[src/rtl/tetron_cell_locator.sv]
// Pivot + signed offset -> board cell, with above-top and wall/floor classification.
module tetron_cell_locator #(
  parameter int BOARD_W = 10,
  parameter int BOARD_H = 20,
  parameter int COORD_W = 5
) (
  input  logic [COORD_W-1:0] pivot_row,
  input  logic [COORD_W-1:0] pivot_col,
  input  logic [COORD_W-1:0] voffset,
  input  logic [COORD_W-1:0] hoffset,
  output logic [COORD_W-1:0] row,
  output logic [COORD_W-1:0] col,
  output logic               above_top,
  output logic               out_of_bounds
);
  localparam logic signed [COORD_W+1:0] W_LIM = (COORD_W+2)'(BOARD_W);
  localparam logic signed [COORD_W+1:0] H_LIM = (COORD_W+2)'(BOARD_H);

  // Two extra bits so pivot + offset can neither wrap nor alias a negative result.
  logic signed [COORD_W+1:0] row_s, col_s;

  assign row_s = $signed({2'b00, pivot_row}) + $signed({{2{voffset[COORD_W-1]}}, voffset});
  assign col_s = $signed({2'b00, pivot_col}) + $signed({{2{hoffset[COORD_W-1]}}, hoffset});

  assign row           = row_s[COORD_W-1:0];
  assign col           = col_s[COORD_W-1:0];
  assign above_top     = row_s[COORD_W+1];
  assign out_of_bounds = col_s[COORD_W+1] || (col_s >= W_LIM) || (row_s >= H_LIM);
endmodule

[config.mk]
export PLATFORM = sky130hd
export DESIGN_NAME = tetron_cell_locator
export DESIGN_NICKNAME = d
export VERILOG_FILES = /design/src/rtl/tetron_cell_locator.sv
export SDC_FILE = /design/constraint.sdc
export NUM_CORES = 1
export LEC_CHECK = 0
export ABC_AREA = 1
export CORE_AREA = 4 4 41 43
export DETAILED_ROUTE_END_ITERATION = 8
export DIE_AREA = 0 0 45 47
export DONT_BUFFER_PORTS = 1
export SYNTH_ARGS = -nofsm -noshare
export SYNTH_HDL_FRONTEND = slang
export SYNTH_SLANG_ARGS = --single-unit
[constraint.sdc]
create_clock -name vclk -period 1.8
set_clock_uncertainty 0.05 [all_clocks]
set_input_delay 0 -clock vclk [all_inputs]
set_output_delay 0 -clock vclk [all_outputs]
set_load 0.01 [all_outputs]
==> impl_metrics.env, run 1 <==
export IMPL_status="complete, no violations"
export IMPL_path_cells="ha_1 -> inv_1 -> fa_1 -> nand3b_1 -> nand2_1 -> nand2_1 -> nand2_1 -> nand2_1 -> nand2_1 -> nand2_1 -> nand2_1"
export IMPL_crit_buf_inv=1
export IMPL_seqCellArea_um2=0
export IMPL_syn_area_um2=660.6
export IMPL_num_clock_buffers=0
export IMPL_rsz0062_at_grt="no"
export IMPL_yosys_warnings=0
export IMPL_required_ns=1.75
export IMPL_synthCells=113
export IMPL_drt_wirelength_per_cell_um=9.748
export IMPL_tightest_slew_ns=0.3210
export IMPL_die_y_um=47
export IMPL_vias_per_cell=4.756
export IMPL_avgSynthCellArea_um2=5.846
export IMPL_cap_violations=0
export IMPL_yosys_top_cells_area="ha_1, inv_1, nand2_1"
export IMPL_dr_pass1_iters=3
export IMPL_setup_tns_ns=0
export IMPL_slowest_stage="fa_1"
export IMPL_antenna_found_initial=0
export IMPL_grt_pass1_wl_um=2014
export IMPL_finalMaxSlewViolations=0
export IMPL_drc=0
export IMPL_synth_cell_types=18
export IMPL_hold_class="input pin to primary output"
export IMPL_syn_to_final_growth_pct=1.136
export IMPL_crit_arrival_ns=1.37
export IMPL_synth_nets=147
export IMPL_boundaryPins=32
export IMPL_max_stage_delay_ns=0.39
export IMPL_antenna_left=0
export IMPL_gp_congestion=0.7487
export IMPL_crit_family="simple AND/OR/NAND/NOR gates"
export IMPL_coreArea_mm2=0.001301
export IMPL_nets=148
export IMPL_cts_resized=0
export IMPL_seq_cell_count=0
export IMPL_total_power_w=0.0002151
export IMPL_hold_buffers=0
export IMPL_end_kind="primary output"
export IMPL_grt_usage=0.1208
export IMPL_vias=604
export IMPL_clock_fmax_mhz=705.5
export IMPL_hp_start="voffset[0]"
export IMPL_period_needed_ns=1.417
export IMPL_ys_seq_area_frac=0
export IMPL_crit_path_start_kind="input pin"
export IMPL_worst_path_max_fanout=3
export IMPL_post_cts_buffers=0
export IMPL_pwr_density_cell_mw_per_mm2=321.9
export IMPL_grt_max_degree=9
export IMPL_synth_top_area_frac=0.2273
export IMPL_fp_row_count=13
export IMPL_hold_viol_final=0
export IMPL_crit_type="input pin to primary output"
export IMPL_antenna_cells=0
export IMPL_die_w_um=45
export IMPL_place_port_buffers=0
export IMPL_drt_iter0_markers=8
export IMPL_yosysTopAreaCell="ha_1"
export IMPL_finalSetupViolCount=0
export IMPL_die_area_mm2=0.002115
export IMPL_routed_wl_um=1238
export IMPL_ir_worst_vdd_v=0.0001310
export IMPL_dp_hpwl_um=1138
export IMPL_drive_above_1_share=0.1071
export IMPL_initial_core_util=0.5077
export IMPL_grt_pass1_vias=522
export IMPL_slew_limit_headroom=0.7860
export IMPL_period_share=0.7875
export IMPL_crit_start="pivot_row[0]"
export IMPL_grt_overflow=0
export IMPL_nFillCells=156
export IMPL_power_leakage_nw=0.4359
export IMPL_crit_path_frequent_cell="nand2_1"
power by group:
part,switching (W),total (W),internal (W)
logic,0.000139,0.000215,0.0000760
clock network,0,0,0
registers,0,0,0
total,0.000139,0.000215,0.0000760
cell usage after synthesis (2+ instances only):
master   instances
inv_1           30
fa_1             2
nor2_1           4
nor2_2           3
nand2_2          3
nand3_2          2
nand2_1         30
inv_2            2
o21ai_0          2
a21oi_1          3
ha_1            12
nand3_1         11
nand4_1          4
final cells by class:
cell class / count / area (µm²) / share of cell area
Tap cell: 15 / 18.77 / 0.02809
Inverter: 32 / 120.1 / 0.1798
Multi-Input combinational cell: 80 / 529.3 / 0.7921
per-stage QoR:
stage / area [µm²] / hold slack (ns) / cells / setup slack [ns] / utilization
final: 668.1 / 0.09352 / 127 / 0.3825 / 0.5135
after global routing: 668.1 / 0.09641 / 127 / 0.2746 / 0.5135
after CTS: 668.1 / 0.09626 / 127 / 0.3672 / 0.5135
after detailed placement: 668.1 / 0.09626 / 127 / 0.3699 / 0.5135
after global placement: 668.1 / 0.09652 / 127 / 0.3964 / 0.5135
after floorplan: 660.6 / 0.09008 / 113 / 0.4848 / -
layout by cell type (no fill, tap or decap):
master / n
nand3b_1: 1
nor2_2: 3
nand3_1: 11
nand4_1: 4
xor2_1: 1
a21oi_4: 1
a21oi_1: 3
nor2_1: 4
xor2_2: 1
nand2_2: 3
ha_1: 12
o21ai_0: 2
fa_1: 2
inv_1: 30
nand3_2: 2
inv_2: 2
nand2_1: 30
path summary, 6_finish.rpt:
path,to,slack [ns],cells past startpoint
min,row[0],0.09,1
max,out_of_bounds,0.38,11
metal layers:
layer	GRT usage	routed length, µm	vias up
met3	0.007663	60	0
li1	-	-	344
met2	0.1808	507	17
met1	0.1973	671	243
met5	0	0	-
met4	0	0	0
cell families after synthesis:
family | after synthesis | share of synthesized area
compound gates | 6 | 0.06250
xor+xnor | 2 | 0.03789
fa+ha+maj | 14 | 0.2879
buf+inv | 33 | 0.1989
simple gates | 58 | 0.4129
No activity file was read; power rests on OpenSTA's default activity.
==> inputs of run 2 (changes only) <==
Clock period 1.8 ns to 1.5 ns, I/O delays scaled along.
==> impl_metrics.env, run 2 (synthesis gave the netlist of run 1 again) <==
export IMPL_status="complete, no violations"
export IMPL_vias=626
export IMPL_crit_path_start_kind="input pin"
export IMPL_gp_congestion=0.7482
export IMPL_antenna_found_initial=0
export IMPL_rsz0062_at_grt="no"
export IMPL_nets=149
export IMPL_drc=0
export IMPL_coreArea_mm2=0.001301
export IMPL_period_share=0.9005
export IMPL_grt_overflow=0
export IMPL_hp_start="voffset[0]"
export IMPL_dp_slack_ns=0.07581
export IMPL_dp_hpwl_um=1191
export IMPL_die_area_mm2=0.002115
export IMPL_grt_max_degree=9
export IMPL_ir_worst_vdd_v=0.0001551
export IMPL_dr_pass1_iters=4
export IMPL_antenna_cells=0
export IMPL_cap_violations=0
export IMPL_boundaryPins=32
export IMPL_final_cell_mix="inv_1, nand2_1, ha_1"
export IMPL_setup_tns_ns=0
export IMPL_grt_pass1_wl_um=2173
export IMPL_pwr_density_cell_mw_per_mm2=398.4
export IMPL_end_kind="primary output"
export IMPL_routed_wl_um=1332
export IMPL_required_ns=1.45
export IMPL_crit_start="pivot_row[0]"
export IMPL_drt_iter0_markers=22
export IMPL_worst_slack_ns=0.1493
export IMPL_place_port_buffers=0
export IMPL_crit_type="input pin to primary output"
export IMPL_seq_cell_count=0
export IMPL_finalMaxSlewViolations=0
export IMPL_cts_resized=0
export IMPL_finalSetupViolCount=0
export IMPL_period_needed_ns=1.351
export IMPL_tightest_slew_ns=0.3218
export IMPL_hold_viol_final=0
export IMPL_fp_row_count=13
export IMPL_clock_fmax_mhz=740.3
export IMPL_initial_core_util=0.5077
export IMPL_post_cts_buffers=0
export IMPL_die_y_um=47
export IMPL_hold_class="input pin to primary output"
export IMPL_syn_to_final_growth_pct=3.409
export IMPL_vias_per_cell=4.891
export IMPL_hold_buffers=0
export IMPL_crit_arrival_ns=1.30
export IMPL_slew_limit_headroom=0.7854
export IMPL_min_path_cells=1
export IMPL_num_clock_buffers=0
export IMPL_drt_wirelength_per_cell_um=10.41
export IMPL_power_leakage_nw=0.4387
export IMPL_drive_above_1_share=0.1504
export IMPL_die_w_um=45
export IMPL_grt_usage=0.1279
export IMPL_antenna_left=0
export IMPL_worst_path_max_fanout=3
export IMPL_seqCellArea_um2=0
export IMPL_grt_pass1_vias=539
-- run 2: changes by cell type in the layout (fill, tap and decap cells not counted), sizes merged --
| cell | previous run | this run |
|---|---|---|
| buf | 0 | 1 |
-- run 2: worst paths after layout --
| kind | slack [ns] | endpoint |
|---|---|---|
| hold / removal | 0.09 | row[0] |
| setup / recovery | 0.15 | out_of_bounds |
-- run 2: final cells by class --
type | count | area [µm²]
Fill cell | 149 | 618.1
Inverter | 32 | 120.1
Multi-Input combinational cell | 80 | 536.8
Tap cell | 15 | 18.77
Timing Repair Buffer | 1 | 7.507
-- run 2: power breakdown --
part / internal, W / switching [W]
registers: 0 / 0
logic: 0.0000992 / 0.000173
clock network: 0 / 0
total: 0.0000992 / 0.000173
-- run 2: critical path, stage by stage --
cell and delay, ns:
ha_1 0.16, inv_1 0.06, fa_2 0.34, nand3b_1 0.19
nand2_1 0.10, nand2_1 0.06, nand2_2 0.07, xor2_2 0.14
nand2_1 0.08, nand2_2 0.08
-- run 2: stage by stage --
step | area [µm²] | util | power (W) | hold WS [ns] | std cells
6_report | 683.2 | 0.5250 | 0.0002722 | 0.09353 | 128
5_1_grt | 683.2 | 0.5250 | 0.0003111 | 0.09641 | 128
4_1_cts | 675.6 | 0.5192 | 0.0002699 | 0.09626 | 128
3_5_place_dp | 675.6 | 0.5192 | 0.0002679 | 0.09626 | 128
3_3_place_gp | 675.6 | 0.5192 | 0.0002634 | 0.09640 | 128
2_1_floorplan | 660.6 | - | 0.0002292 | 0.09008 | 113
-- run 2: layer usage --
metal | GRT usage | share of wire
met5 | 0 | 0
met4 | 0 | 0
met3 | 0.007663 | 0.047
met2 | 0.1921 | 0.41
met1 | 0.2086 | 0.54
